<file path="src/rtl/servo_pkg.sv">
// Shared defaults and angle/pulse arithmetic for the servo PWM array.
package servo_pkg;

   localparam int DEF_TICK_DIV     = 100;
   localparam int DEF_MAX_PULSE_US = 2000;
   localparam int DEF_PERIOD_US    = 20000;

   // Saturate an incoming angle field at full scale.
   function automatic int clamp_angle(input int angle, input int max_angle);
      return (angle > max_angle) ? max_angle : angle;
   endfunction

   // Linear angle-to-pulse mapping, floored.
   function automatic int width_us(input int angle, input int min_us,
                                   input int max_us, input int max_angle);
      return min_us + (angle * (max_us - min_us)) / max_angle;
   endfunction

endpackage

</file>
<file path="src/rtl/servo_pwm_channel.sv">
// One servo channel: slew register, per-frame pulse width, enable latch and
// staggered pulse compare against the shared microsecond counter.
module servo_pwm_channel
   import servo_pkg::*;
#(
   parameter int CH_IDX       = 0,
   parameter int ANGLE_W      = 8,
   parameter int US_W         = 15,
   parameter int MAX_ANGLE    = 180,
   parameter int MIN_PULSE_US = 1000,
   parameter int MAX_PULSE_US = DEF_MAX_PULSE_US,
   parameter int STAGGER_US   = 2500,
   parameter int SLEW_DEG     = 2,
   parameter int RESET_ANGLE  = 90
) (
   input  logic               clk,
   input  logic               rst_n,
   input  logic               boundary,
   input  logic [US_W-1:0]    us_next,
   input  logic [ANGLE_W-1:0] target,
   input  logic               ch_enable,
   output logic [ANGLE_W-1:0] current,
   output logic               pwm
);

   localparam logic [ANGLE_W-1:0] SLEW_A      = ANGLE_W'(SLEW_DEG);
   localparam logic [ANGLE_W-1:0] RESET_A     = ANGLE_W'(RESET_ANGLE);
   localparam logic [US_W:0]      OFFSET      = (US_W+1)'(CH_IDX * STAGGER_US);
   localparam logic [US_W-1:0]    RESET_WIDTH =
      US_W'(width_us(RESET_ANGLE, MIN_PULSE_US, MAX_PULSE_US, MAX_ANGLE));

   logic [ANGLE_W-1:0] current_q;
   logic [US_W-1:0]    width_q;
   logic               en_q;
   logic               pwm_q;
   logic               en_d;
   logic               started;
   logic               in_window;
   logic [US_W:0]      us_ext;
   logic [US_W:0]      pulse_end;

   assign current = current_q;
   assign pwm     = pwm_q;

   // The output register looks at next-cycle counter/enable so pwm lines up
   // with us_cnt exactly; width_q only matters near the pulse end, by which
   // time it already holds this frame's width.
   assign en_d      = boundary ? ch_enable : en_q;
   assign us_ext    = {1'b0, us_next};
   assign pulse_end = OFFSET + {1'b0, width_q};

   if (CH_IDX == 0) begin : g_first
      assign started = 1'b1;
   end else begin : g_rest
      assign started = (us_ext >= OFFSET);
   end

   assign in_window = en_d && started && (us_ext < pulse_end);

   // Slew toward the pre-boundary target and latch the enable at each boundary.
   always_ff @(posedge clk or negedge rst_n) begin
      if (!rst_n) begin
         current_q <= RESET_A;
         en_q      <= 1'b0;
      end else if (boundary) begin
         en_q <= ch_enable;
         if (SLEW_DEG == 0) begin
            current_q <= target;
         end else if (current_q < target) begin
            current_q <= ((target - current_q) > SLEW_A) ? current_q + SLEW_A : target;
         end else if (current_q > target) begin
            current_q <= ((current_q - target) > SLEW_A) ? current_q - SLEW_A : target;
         end
      end
   end

   // Pulse width follows current one clock later and is then stable all frame.
   always_ff @(posedge clk or negedge rst_n) begin
      if (!rst_n) begin
         width_q <= RESET_WIDTH;
      end else begin
         width_q <= US_W'(width_us(int'(current_q), MIN_PULSE_US, MAX_PULSE_US, MAX_ANGLE));
      end
   end

   // Registered pulse output.
   always_ff @(posedge clk or negedge rst_n) begin
      if (!rst_n) begin
         pwm_q <= 1'b0;
      end else begin
         pwm_q <= in_window;
      end
   end

endmodule

</file>
<file path="src/rtl/servo_pwm_array.sv">
// N-channel servo PWM generator: microsecond timebase, double-buffered angle
// input applied at frame boundaries, per-channel slew and staggered pulses.
module servo_pwm_array
   import servo_pkg::*;
#(
   parameter int CLK_FREQ     = DEF_TICK_DIV * 1_000_000,
   parameter int NUM_SERVOS   = 6,
   parameter int ANGLE_W      = 8,
   parameter int MAX_ANGLE    = 180,
   parameter int PERIOD_US    = DEF_PERIOD_US,
   parameter int MIN_PULSE_US = 1000,
   parameter int MAX_PULSE_US = DEF_MAX_PULSE_US,
   parameter int STAGGER_US   = 2500,
   parameter int SLEW_DEG     = 2,
   parameter int RESET_ANGLE  = 90
) (
   input  logic                          clk,
   input  logic                          rst_n,
   input  logic [NUM_SERVOS*ANGLE_W-1:0] angle_flat,
   input  logic                          angle_valid,
   output logic                          angle_ready,
   input  logic [NUM_SERVOS-1:0]         ch_enable,
   output logic [NUM_SERVOS-1:0]         pwm_out,
   output logic                          frame_start,
   output logic                          busy
);

   localparam int TICK_DIV = CLK_FREQ / 1_000_000;
   localparam int PRE_W    = (TICK_DIV > 1) ? $clog2(TICK_DIV) : 1;
   localparam int US_W     = $clog2(PERIOD_US);
   localparam int FLAT_W   = NUM_SERVOS * ANGLE_W;

   localparam logic [FLAT_W-1:0] RESET_VEC = {NUM_SERVOS{ANGLE_W'(RESET_ANGLE)}};
   localparam logic [US_W-1:0]   US_LAST   = US_W'(PERIOD_US - 1);
   localparam logic [PRE_W-1:0]  PRE_LOAD  = PRE_W'(TICK_DIV - 1);

   logic [PRE_W-1:0]  presc_q;
   logic [US_W-1:0]   us_cnt_q;
   logic [US_W-1:0]   us_d;
   logic              us_tick;
   logic              boundary;
   logic [FLAT_W-1:0] shadow_q;
   logic              shadow_full_q;
   logic [FLAT_W-1:0] target_q;
   logic [FLAT_W-1:0] clamped;
   logic [FLAT_W-1:0] cur_flat;
   logic              capture;
   logic              busy_q;
   logic              busy_d;

   assign us_tick     = (presc_q == '0);
   assign boundary    = us_tick && (us_cnt_q == US_LAST);
   assign frame_start = boundary;
   assign angle_ready = !shadow_full_q;
   assign capture     = angle_valid && angle_ready;
   assign busy        = busy_q;

   // Prescaler: down-counter reloading on terminal count, one tick per microsecond.
   always_ff @(posedge clk or negedge rst_n) begin
      if (!rst_n) begin
         presc_q <= '0;
      end else if (us_tick) begin
         presc_q <= PRE_LOAD;
      end else begin
         presc_q <= presc_q - 1'b1;
      end
   end

   // Next microsecond count, shared with the channels for their compare.
   always_comb begin
      us_d = us_cnt_q;
      if (us_tick) begin
         us_d = (us_cnt_q == US_LAST) ? '0 : us_cnt_q + 1'b1;
      end
   end

   // Frame position in microseconds.
   always_ff @(posedge clk or negedge rst_n) begin
      if (!rst_n) begin
         us_cnt_q <= '0;
      end else begin
         us_cnt_q <= us_d;
      end
   end

   // Saturate each incoming field at full scale.
   always_comb begin
      clamped = '0;
      for (int i = 0; i < NUM_SERVOS; i++) begin
         clamped[i*ANGLE_W +: ANGLE_W] =
            ANGLE_W'(clamp_angle(int'(angle_flat[i*ANGLE_W +: ANGLE_W]), MAX_ANGLE));
      end
   end

   // Shadow buffer and targets; a capture never coincides with a load because
   // it needs the shadow empty, so a same-cycle capture waits a whole frame.
   always_ff @(posedge clk or negedge rst_n) begin
      if (!rst_n) begin
         shadow_q      <= '0;
         shadow_full_q <= 1'b0;
         target_q      <= RESET_VEC;
      end else begin
         if (boundary && shadow_full_q) begin
            target_q      <= shadow_q;
            shadow_full_q <= 1'b0;
         end
         if (capture) begin
            shadow_q      <= clamped;
            shadow_full_q <= 1'b1;
         end
      end
   end

   for (genvar g = 0; g < NUM_SERVOS; g++) begin : g_ch
      servo_pwm_channel #(
         .CH_IDX       (g),
         .ANGLE_W      (ANGLE_W),
         .US_W         (US_W),
         .MAX_ANGLE    (MAX_ANGLE),
         .MIN_PULSE_US (MIN_PULSE_US),
         .MAX_PULSE_US (MAX_PULSE_US),
         .STAGGER_US   (STAGGER_US),
         .SLEW_DEG     (SLEW_DEG),
         .RESET_ANGLE  (RESET_ANGLE)
      ) u_ch (
         .clk       (clk),
         .rst_n     (rst_n),
         .boundary  (boundary),
         .us_next   (us_d),
         .target    (target_q[g*ANGLE_W +: ANGLE_W]),
         .ch_enable (ch_enable[g]),
         .current   (cur_flat[g*ANGLE_W +: ANGLE_W]),
         .pwm       (pwm_out[g])
      );
   end

   // Any channel still slewing.
   always_comb begin
      busy_d = 1'b0;
      for (int i = 0; i < NUM_SERVOS; i++) begin
         if (cur_flat[i*ANGLE_W +: ANGLE_W] != target_q[i*ANGLE_W +: ANGLE_W]) begin
            busy_d = 1'b1;
         end
      end
   end

   // Registered busy flag.
   always_ff @(posedge clk or negedge rst_n) begin
      if (!rst_n) begin
         busy_q <= 1'b0;
      end else begin
         busy_q <= busy_d;
      end
   end

endmodule

</file>
<file path="config.mk">
export PLATFORM = sky130hd
export DESIGN_NAME = servo_pwm_array
export DESIGN_NICKNAME = d
export VERILOG_FILES = /design/src/rtl/servo_pkg.sv /design/src/rtl/servo_pwm_channel.sv /design/src/rtl/servo_pwm_array.sv
export SDC_FILE = /design/constraint.sdc
export NUM_CORES = 2
export LEC_CHECK = 0
export CAP_MARGIN = 20
export CORE_MARGIN = 4
export CORE_UTILIZATION = 35
export DETAILED_ROUTE_END_ITERATION = 16
export GPL_TIMING_DRIVEN = 0
export PLACE_DENSITY_LB_ADDON = 0.08
export REMOVE_ABC_BUFFERS = 1
export SLEW_MARGIN = 10
export SYNTH_ARGS = -nofsm -noshare
export SYNTH_HDL_FRONTEND = slang
export SYNTH_HIERARCHICAL = 1
export SYNTH_SLANG_ARGS = --single-unit
</file>
<file path="constraint.sdc">
create_clock -name clk -period 20.9 [get_ports clk]
set_input_delay 3.135 -clock clk [delete_from_list [all_inputs] [get_ports clk]]
set_output_delay 3.135 -clock clk [all_outputs]
set_load 0.01 [all_outputs]
</file>
# Yosys cells after proc, flatten, opt, wreduce, memory -nomap -nowiden
# Cells that the tools add are included.
dict set report totals {
  register_bits 270
  output_inout_bits 9
  elab_cells 203
  in_bits 57
}
dict set report op_classes {
  n_mul 6
  n_div 6
  muxes 47
  add_sub_neg 37
  n_eq_ne 7
  order_cmp 41
  n_reduce_logical 29
}
# operator n
set op_table {}
lappend op_table {{two-way mux 8 bit} 30}
lappend op_table {{divider 32 x 9 -> 32 bit (second input constant)} 6}
lappend op_table {{> comparator 8 x 2 -> 1 bit (second input constant)} 12}
lappend op_table {{subtractor 8 bit} 12}
lappend op_table {{adder 11 x 15 -> 15 bit (first input constant)} 6}
lappend op_table {{multiplier 8 x 7 -> 15 bit (second input constant)} 6}
lappend op_table {{< comparator 15 x 16 -> 1 bit} 5}
lappend op_table {{adder 8 x 2 -> 8 bit (second input constant)} 6}
lappend op_table {{> comparator 8 bit} 6}
lappend op_table {{> comparator 8 bit (second input constant)} 6}
lappend op_table {{< comparator 8 bit} 6}
lappend op_table {{inequality test 8 bit} 6}
lappend op_table {{subtractor 8 x 2 -> 8 bit (second input constant)} 6}
lappend op_table {{adder 13 x 15 -> 16 bit (first input constant)} 2}
lappend op_table {{adder 14 x 15 -> 16 bit (first input constant)} 2}
lappend op_table {{>= comparator 15 x 13 -> 1 bit (second input constant)} 2}
lappend op_table {{>= comparator 15 x 14 -> 1 bit (second input constant)} 2}
lappend op_table {{two-way mux 15 bit} 2}
lappend op_table {{adder 12 x 15 -> 16 bit (first input constant)} 1}
lappend op_table {{adder 15 x 1 -> 15 bit (second input constant)} 1}
lappend op_table {{equality test 15 bit (second input constant)} 1}
lappend op_table {{>= comparator 15 x 12 -> 1 bit (second input constant)} 1}
lappend op_table {{< comparator 15 bit} 1}
lappend op_table {{logical AND 1 bit} 14}
lappend op_table {{7 further kinds} 31}

# Depth between registers and ports, before layout
dict set report depth {
  word_depth 7
  depth_mapped 51
  ltp_nobuf 44
}

# Hierarchy
# Netlist, hierarchy kept.
# module cells_per_inst area_per_inst_um2 instances seq_area_each_um2
set by_module_without_submodules {}
lappend by_module_without_submodules {{servo_pwm_channel (g_ch[4].u_ch)} 910 7216.9 1 564.3}
lappend by_module_without_submodules {{servo_pwm_channel (g_ch[1].u_ch)} 925 7149.4 1 564.3}
lappend by_module_without_submodules {{servo_pwm_channel (g_ch[0].u_ch)} 899 6996.7 1 564.3}
lappend by_module_without_submodules {{servo_pwm_channel (g_ch[3].u_ch)} 850 6673.9 1 564.3}
lappend by_module_without_submodules {{servo_pwm_channel (g_ch[5].u_ch)} 837 6580.1 1 564.3}
lappend by_module_without_submodules {{servo_pwm_channel (g_ch[2].u_ch)} 844 6577.6 1 564.3}
lappend by_module_without_submodules {servo_pwm_array 478 5582.9 1 3032.9}

# Worst setup path before layout
# Ideal clock, no wire load.
dict set report synth_path {
  kind {flip-flop to flip-flop}
  startpoint {register g_ch[5].u_ch.current_q[1]}
  endpoint {register g_ch[5].u_ch.width_q[0]}
  path_stages_with_launch 47
  synth_period_minus_slack_ps 11574
  setup_ps 80
  required_time_ps 20820
  setup_slack_ps 9326
  arrival_ps 11494
  n_path_buf 4
  cell_sequence {dfstp_2 -> clkbuf_1 -> inv_1 -> fa_1 -> fa_1 -> fa_1 -> fa_1 -> inv_1 -> ha_1 -> a21oi_2 -> nand2b_1 -> nand2_1 -> a211o_1 -> buf_2 -> o32a_2 -> o221ai_2 -> buf_4 -> o221a_4 -> [11 not listed] -> nor4_4 -> o21ai_1 -> a2111oi_1 -> nor3_1 -> o211a_4 -> o21ai_4 -> inv_4 -> o311a_1 -> and4_1 -> o21ai_0 -> and2_1 -> inv_1 -> ha_1 -> nor2_1 -> nand2_1 -> o2111a_1 -> o32a_1 -> o211ai_2}
}
dict set report synth_between {
  elab_chain_cells 3
}
# element line
set synth_rtl {}
lappend synth_rtl {{start, declared} servo_pwm_channel.sv:32} ;# logic [ANGLE_W-1:0] current_q;
lappend synth_rtl {{start signal, assigned} servo_pwm_channel.sv:68} ;# current_q <= target;
lappend synth_rtl {{start signal, assigned} servo_pwm_channel.sv:70} ;# current_q <= ((target - current_q) > SLEW_A) ? current_q + SLEW_A : target;
lappend synth_rtl {{start signal, assigned} servo_pwm_channel.sv:72} ;# current_q <= ((current_q - target) > SLEW_A) ? current_q - SLEW_A : target;
lappend synth_rtl {{multiplier 8 x 7 -> 15 bit} servo_pkg.sv:16} ;# return min_us + (angle * (max_us - min_us)) / max_angle;
lappend synth_rtl {{divider 32 x 9 -> 32 bit} servo_pkg.sv:16}
lappend synth_rtl {{adder 11 x 15 -> 15 bit} servo_pkg.sv:16}
lappend synth_rtl {{end signal, assigned} servo_pwm_channel.sv:82} ;# width_q <= US_W'(width_us(int'(current_q), MIN_PULSE_US, MAX_PULSE_US, MAX_ANGLE));
lappend synth_rtl {{end, declared} servo_pwm_channel.sv:33} ;# logic [US_W-1:0] width_q;
# Every way passes these cells.
# A chain may end at the register's enable or synchronous reset.

# Final worst setup path
dict set report layout_path {
  startpoint {register g_ch[4].u_ch.current_q[1]}
  endpoint {register g_ch[4].u_ch.width_q[0]}
}
dict set report layout_between {
  elab_chain_cells 3
}
# element line
set layout_rtl {}
lappend layout_rtl {{start, declared} servo_pwm_channel.sv:32}
lappend layout_rtl {{start signal, assigned} servo_pwm_channel.sv:68}
lappend layout_rtl {{start signal, assigned} servo_pwm_channel.sv:70}
lappend layout_rtl {{start signal, assigned} servo_pwm_channel.sv:72}
lappend layout_rtl {{multiplier 8 x 7 -> 15 bit} servo_pkg.sv:16}
lappend layout_rtl {{divider 32 x 9 -> 32 bit} servo_pkg.sv:16}
lappend layout_rtl {{adder 11 x 15 -> 15 bit} servo_pkg.sv:16}
lappend layout_rtl {{end signal, assigned} servo_pwm_channel.sv:82}
lappend layout_rtl {{end, declared} servo_pwm_channel.sv:33}
# Every way passes these cells.

==> impl_metrics.json <==
{
  "grt_pass1_vias": 41770,
  "drtIter0Drc": 2745,
  "via_per_inst": 5.782,
  "min-delay-start": "presc_q[0]$_DFF_PN0_",
  "irDropWorstVdd_mv": 0.04433,
  "rr_startpoint": "g_ch[4].u_ch/current[1]$_DFFE_PN1P_",
  "cts_tree": "done",
  "synth_simple_gate_area_share_pct": 18.96,
  "dieWidth_um": 373.6,
  "grt_setup_unrepaired": "false",
  "syn_area_per_cell_um2": 8.145,
  "io_buffers": 65,
  "pin_count": 66,
  "drc": 0,
  "drv_slew": 0,
  "syn_area_mm2": 0.04678,
  "vias": 43190,
  "grt_max_degree": 94,
  "ff2ff_path_depth": 43,
  "r2r_end": "g_ch[4].u_ch/width_q[0]$_DFF_PN0_",
  "cp.arrival_ns": 15.10,
  "grt_overflow": 0,
  "cts.sinks": 252,
  "layout.nets": 6352,
  "seq_area_frac_synth_pct": 13.72,
  "status": "finished clean",
  "fin_area_mm2": 0.05032,
  "yosysTopAreaCell": "ha_1",
  "cts.clk_slew.worst_paths_ns": 0.06,
  "synth_warnings": 6,
  "p_int_uw": 887.1,
  "cp.required_ns": 21.35,
  "synthesis.instances": 5743,
  "synth_top_family_by_area": "compound AO/OA/AOI/OAI gates",
  "antenna_found_initial": 4,
  "nFillCells": 13800,
  "htreeDepth": 2,
  "grt_use_total_pct": 19.42,
  "hold_viol": 0,
  "crit_slowest_cell": "xnor2_1",
  "tightest_slew_ns": 1.071,
  "p_seq_share_pct": 42.4,
  "synthDominantCellAreaShare_pct": 12.65,
  "core_area_mm2": 0.1321,
  "maxCapViolations": 0,
  "fin_setup_tns_ns": 0,
  "cts_setup_buffers": 0,
  "power_density_mw_per_mm2": 23.20,
  "clock_tree.root_cell": "clkbuf_16",
  "synthDistinctLibCells": 171,
  "finalSetupViolCount": 0,
  "die_h_um": 373.6,
  "synth_xor_area_share_pct": 7.974,
  "start_kind": "flip-flop",
  "start_util_pct": 35.40,
  "crit_fanout": 24,
  "die_area_mm2": 0.1396,
  "cts_resized": 0,
  "clock.fmax_ghz": 0.06827,
  "cts_buffers": 36,
  "ys_seq_elements": 252,
  "cp_common_cell": "fa_1",
  "muxShareOfSynthArea_pct": 3.857,
  "gp_congestion": 0.8391,
  "rrSetupSlack_ns": 6.25,
  "slew-limit-headroom_pct": 28.07,
  "min_to": "presc_q[0]$_DFF_PN0_",
  "synthFlopType": "dfrtp_1",
  "clk_latency_ns": 0.58,
  "hpwlAfterDp_mm": 109.8,
  "hold_buffers": 0,
  "combinationalPowerShare_pct": 2.9,
  "final.min_clock_period_ns": 14.65,
  "syn_to_final_growth_pct": 7.578,
  "switchingPower_uw": 280.2,
  "pwr-share-clk_pct": 54.7,
  "synthAdderAreaFrac_pct": 18.91,
  "synth_area_leaders": "ha_1, dfrtp_1, fa_1, dfstp_2, xnor2_1",
  "fin_worst_skew_ns": 0.03440,
  "slowest_delay_ns": 0.96,
  "whs_path_depth": 1,
  "avgRoutedWirePerCell_um": 18.72,
  "leakage_nw": 21.33,
  "row_count": 133,
  "placed_area_mm2": 0.04906,
  "drtAntennaViolNets": 0,
  "first_pass_iters": 8,
  "critPathCaptureType": "flip-flop",
  "wl_mm": 139.8,
  "finalCritPeriodShare_pct": 70.09,
  "drive_gt1_share_pct": 10.42,
  "async_flop_share_pct": 100.0,
  "synth_edf_count": 0,
  "synth_compound_area_share_pct": 31.04,
  "cts.path.max_buffers": 3,
  "grt_pass1_wl_mm": 230.0,
  "hold_path_class": "flip-flop to flip-flop",
  "path_class": "flip-flop to flip-flop",
  "switching_share_pct": 24.00
}
-- worst max-delay path: cells and delay by family (launching register included) --
kind / cells / cell delay, ns
flip-flops: 1 / 0.84
AND/OR/NAND/NOR: 9 / 2.23
multiplexers: 3 / 0.92
AO/OA/AOI/OAI: 19 / 5.86
XOR/XNOR: 3 / 1.46
adder cells (fa/ha/maj): 6 / 2.69
buffers and inverters: 3 / 0.50
-- power groups by stage --
| stage | registers [mW] | logic (mW) | clock network (mW) |
|---|---|---|---|
| 2_1_floorplan | 0.502 | 0.00650 | 0 |
| 3_3_place_gp | 0.503 | 0.0333 | 0 |
| 3_5_place_dp | 0.503 | 0.0349 | 0 |
| 4_1_cts | 0.495 | 0.0350 | 0.665 |
| 5_1_grt | 0.495 | 0.0379 | 0.686 |
| 6_report | 0.495 | 0.0339 | 0.638 |
-- cell usage after synthesis, types with 48 or more instances --
cell type / count
a211oi_1: 80
a21o_1: 114
a21oi_1: 361
a31oi_1: 75
and2_1: 52
and3_1: 62
buf_2: 48
clkbuf_1: 101
dfrtp_1: 162
dfstp_2: 90
fa_1: 138
ha_1: 473
inv_1: 420
mux2_2: 55
mux2i_1: 65
nand2_1: 439
nand2b_1: 76
nand3_1: 174
nand4_1: 82
nor2_1: 393
nor3_1: 158
nor4_1: 52
o211ai_1: 79
o21a_1: 68
o21ai_0: 304
o22ai_1: 50
o31ai_1: 54
xnor2_1: 269
xor2_1: 107
-- stage by stage --
| step | power (mW) | std cells | worst slack (ns) | hold slack, ns | utilization (%) |
|---|---|---|---|---|---|
| 3_5_place_dp | 0.5379 | 7396 | 6.269 | 0.4534 | 37.13 |
| 4_1_cts | 1.195 | 7462 | 6.250 | 0.4616 | 38.05 |
| 5_1_grt | 1.219 | 7467 | 5.127 | 0.4809 | 38.08 |
| 3_3_place_gp | 0.5363 | 7375 | 5.013 | 0.4524 | 36.83 |
| 2_1_floorplan | 0.5081 | 5555 | 8.615 | 0.4285 | - |
| 6_report | 1.167 | 7470 | 6.252 | 0.4594 | 38.09 |
-- routing by layer --
metal,GRT usage [%],wire length [um],up-vias
li1,-,-,21380
met1,29.03,71330,20920
met2,30.87,61870,777
met3,1.513,4597,116
met4,3.233,2006,2
met5,0,13,-
-- area by class of cell --
class / instances / area (um^2) / area share [%]
multi-input cells: 4871 / 37900 / 75.31
flip-flops and latches: 252 / 6419 / 12.76
well taps: 1755 / 2196 / 4.364
inverters: 432 / 1629 / 3.237
clock buffers: 49 / 1010 / 2.007
repair buffers: 91 / 958.4 / 1.905
clock inverters: 17 / 207.7 / 0.4127
diodes: 3 / 7.507 / 0.01492
-- sequential cells by signal, summed over array words and instances (netlist names), 6 cells and up --
name,cells
g_ch.u_ch/en_q,6
target_q,48
presc_q,7
shadow_q,48
g_ch.u_ch/current,48
g_ch.u_ch/pwm,6
g_ch.u_ch/width_q,72
us_cnt_q,15
-- how the worst max path moves through the flow --
stage | from | end | slack [ns] | depth (start not counted)
2_1_floorplan | g_ch[2].u_ch/current[1]$_DFFE_PN1P_ | g_ch[2].u_ch/width_q[0]$_DFF_PN0_ | 8.62 | 41
3_3_place_gp | rst_n | g_ch[3].u_ch/current[5]$_DFFE_PN0P_ | 5.01 | 1
3_5_place_dp | g_ch[4].u_ch/current[1]$_DFFE_PN1P_ | g_ch[4].u_ch/width_q[0]$_DFF_PN0_ | 6.27 | 43
4_1_cts | g_ch[4].u_ch/current[1]$_DFFE_PN1P_ | g_ch[4].u_ch/width_q[0]$_DFF_PN0_ | 6.25 | 43
5_1_grt | g_ch[4].u_ch/current[1]$_DFFE_PN1P_ | g_ch[4].u_ch/width_q[0]$_DFF_PN0_ | 5.13 | 43
6_report | g_ch[4].u_ch/current[1]$_DFFE_PN1P_ | g_ch[4].u_ch/width_q[0]$_DFF_PN0_ | 6.25 | 43
-- cell families (layout without fill, tap and decap cells) --
kind of cell             count (synthesis)  in the layout
buffers and inverters                  620            589
flip-flops                             252            252
adder cells (fa/ha/maj)                627            627
AO/OA/AOI/OAI                         1937           1937
multiplexers                           155            155
other                                    0              3
XOR/XNOR                               400            400
AND/OR/NAND/NOR                       1752           1752
-- layout by cell type (no fill, tap or decap), types with 31 or more instances in the layout --
master,count
fa_1,138
a31oi_1,75
o21ai_1,38
o21a_1,68
mux2_2,55
clkbuf_16,36
inv_1,420
a211oi_1,80
nor2_1,391
nor3_1,158
mux2i_1,64
clkdlybuf4s50_1,64
nand3_1,174
o22ai_1,49
ha_1,473
nand2_1,438
xnor2_1,265
a21o_1,114
o21ai_0,303
xor2_1,105
a221oi_1,39
a21oi_1,360
nand2b_1,76
o221ai_1,32
nor2b_1,46
and2_1,52
and3_1,62
dfstp_2,90
a211o_1,32
o31ai_1,50
o211ai_1,79
or3_1,47
a22oi_1,31
dfrtp_1,162
or2_2,35
nand4_1,82
nor4_1,52
(Power assumes the default switching activity.)
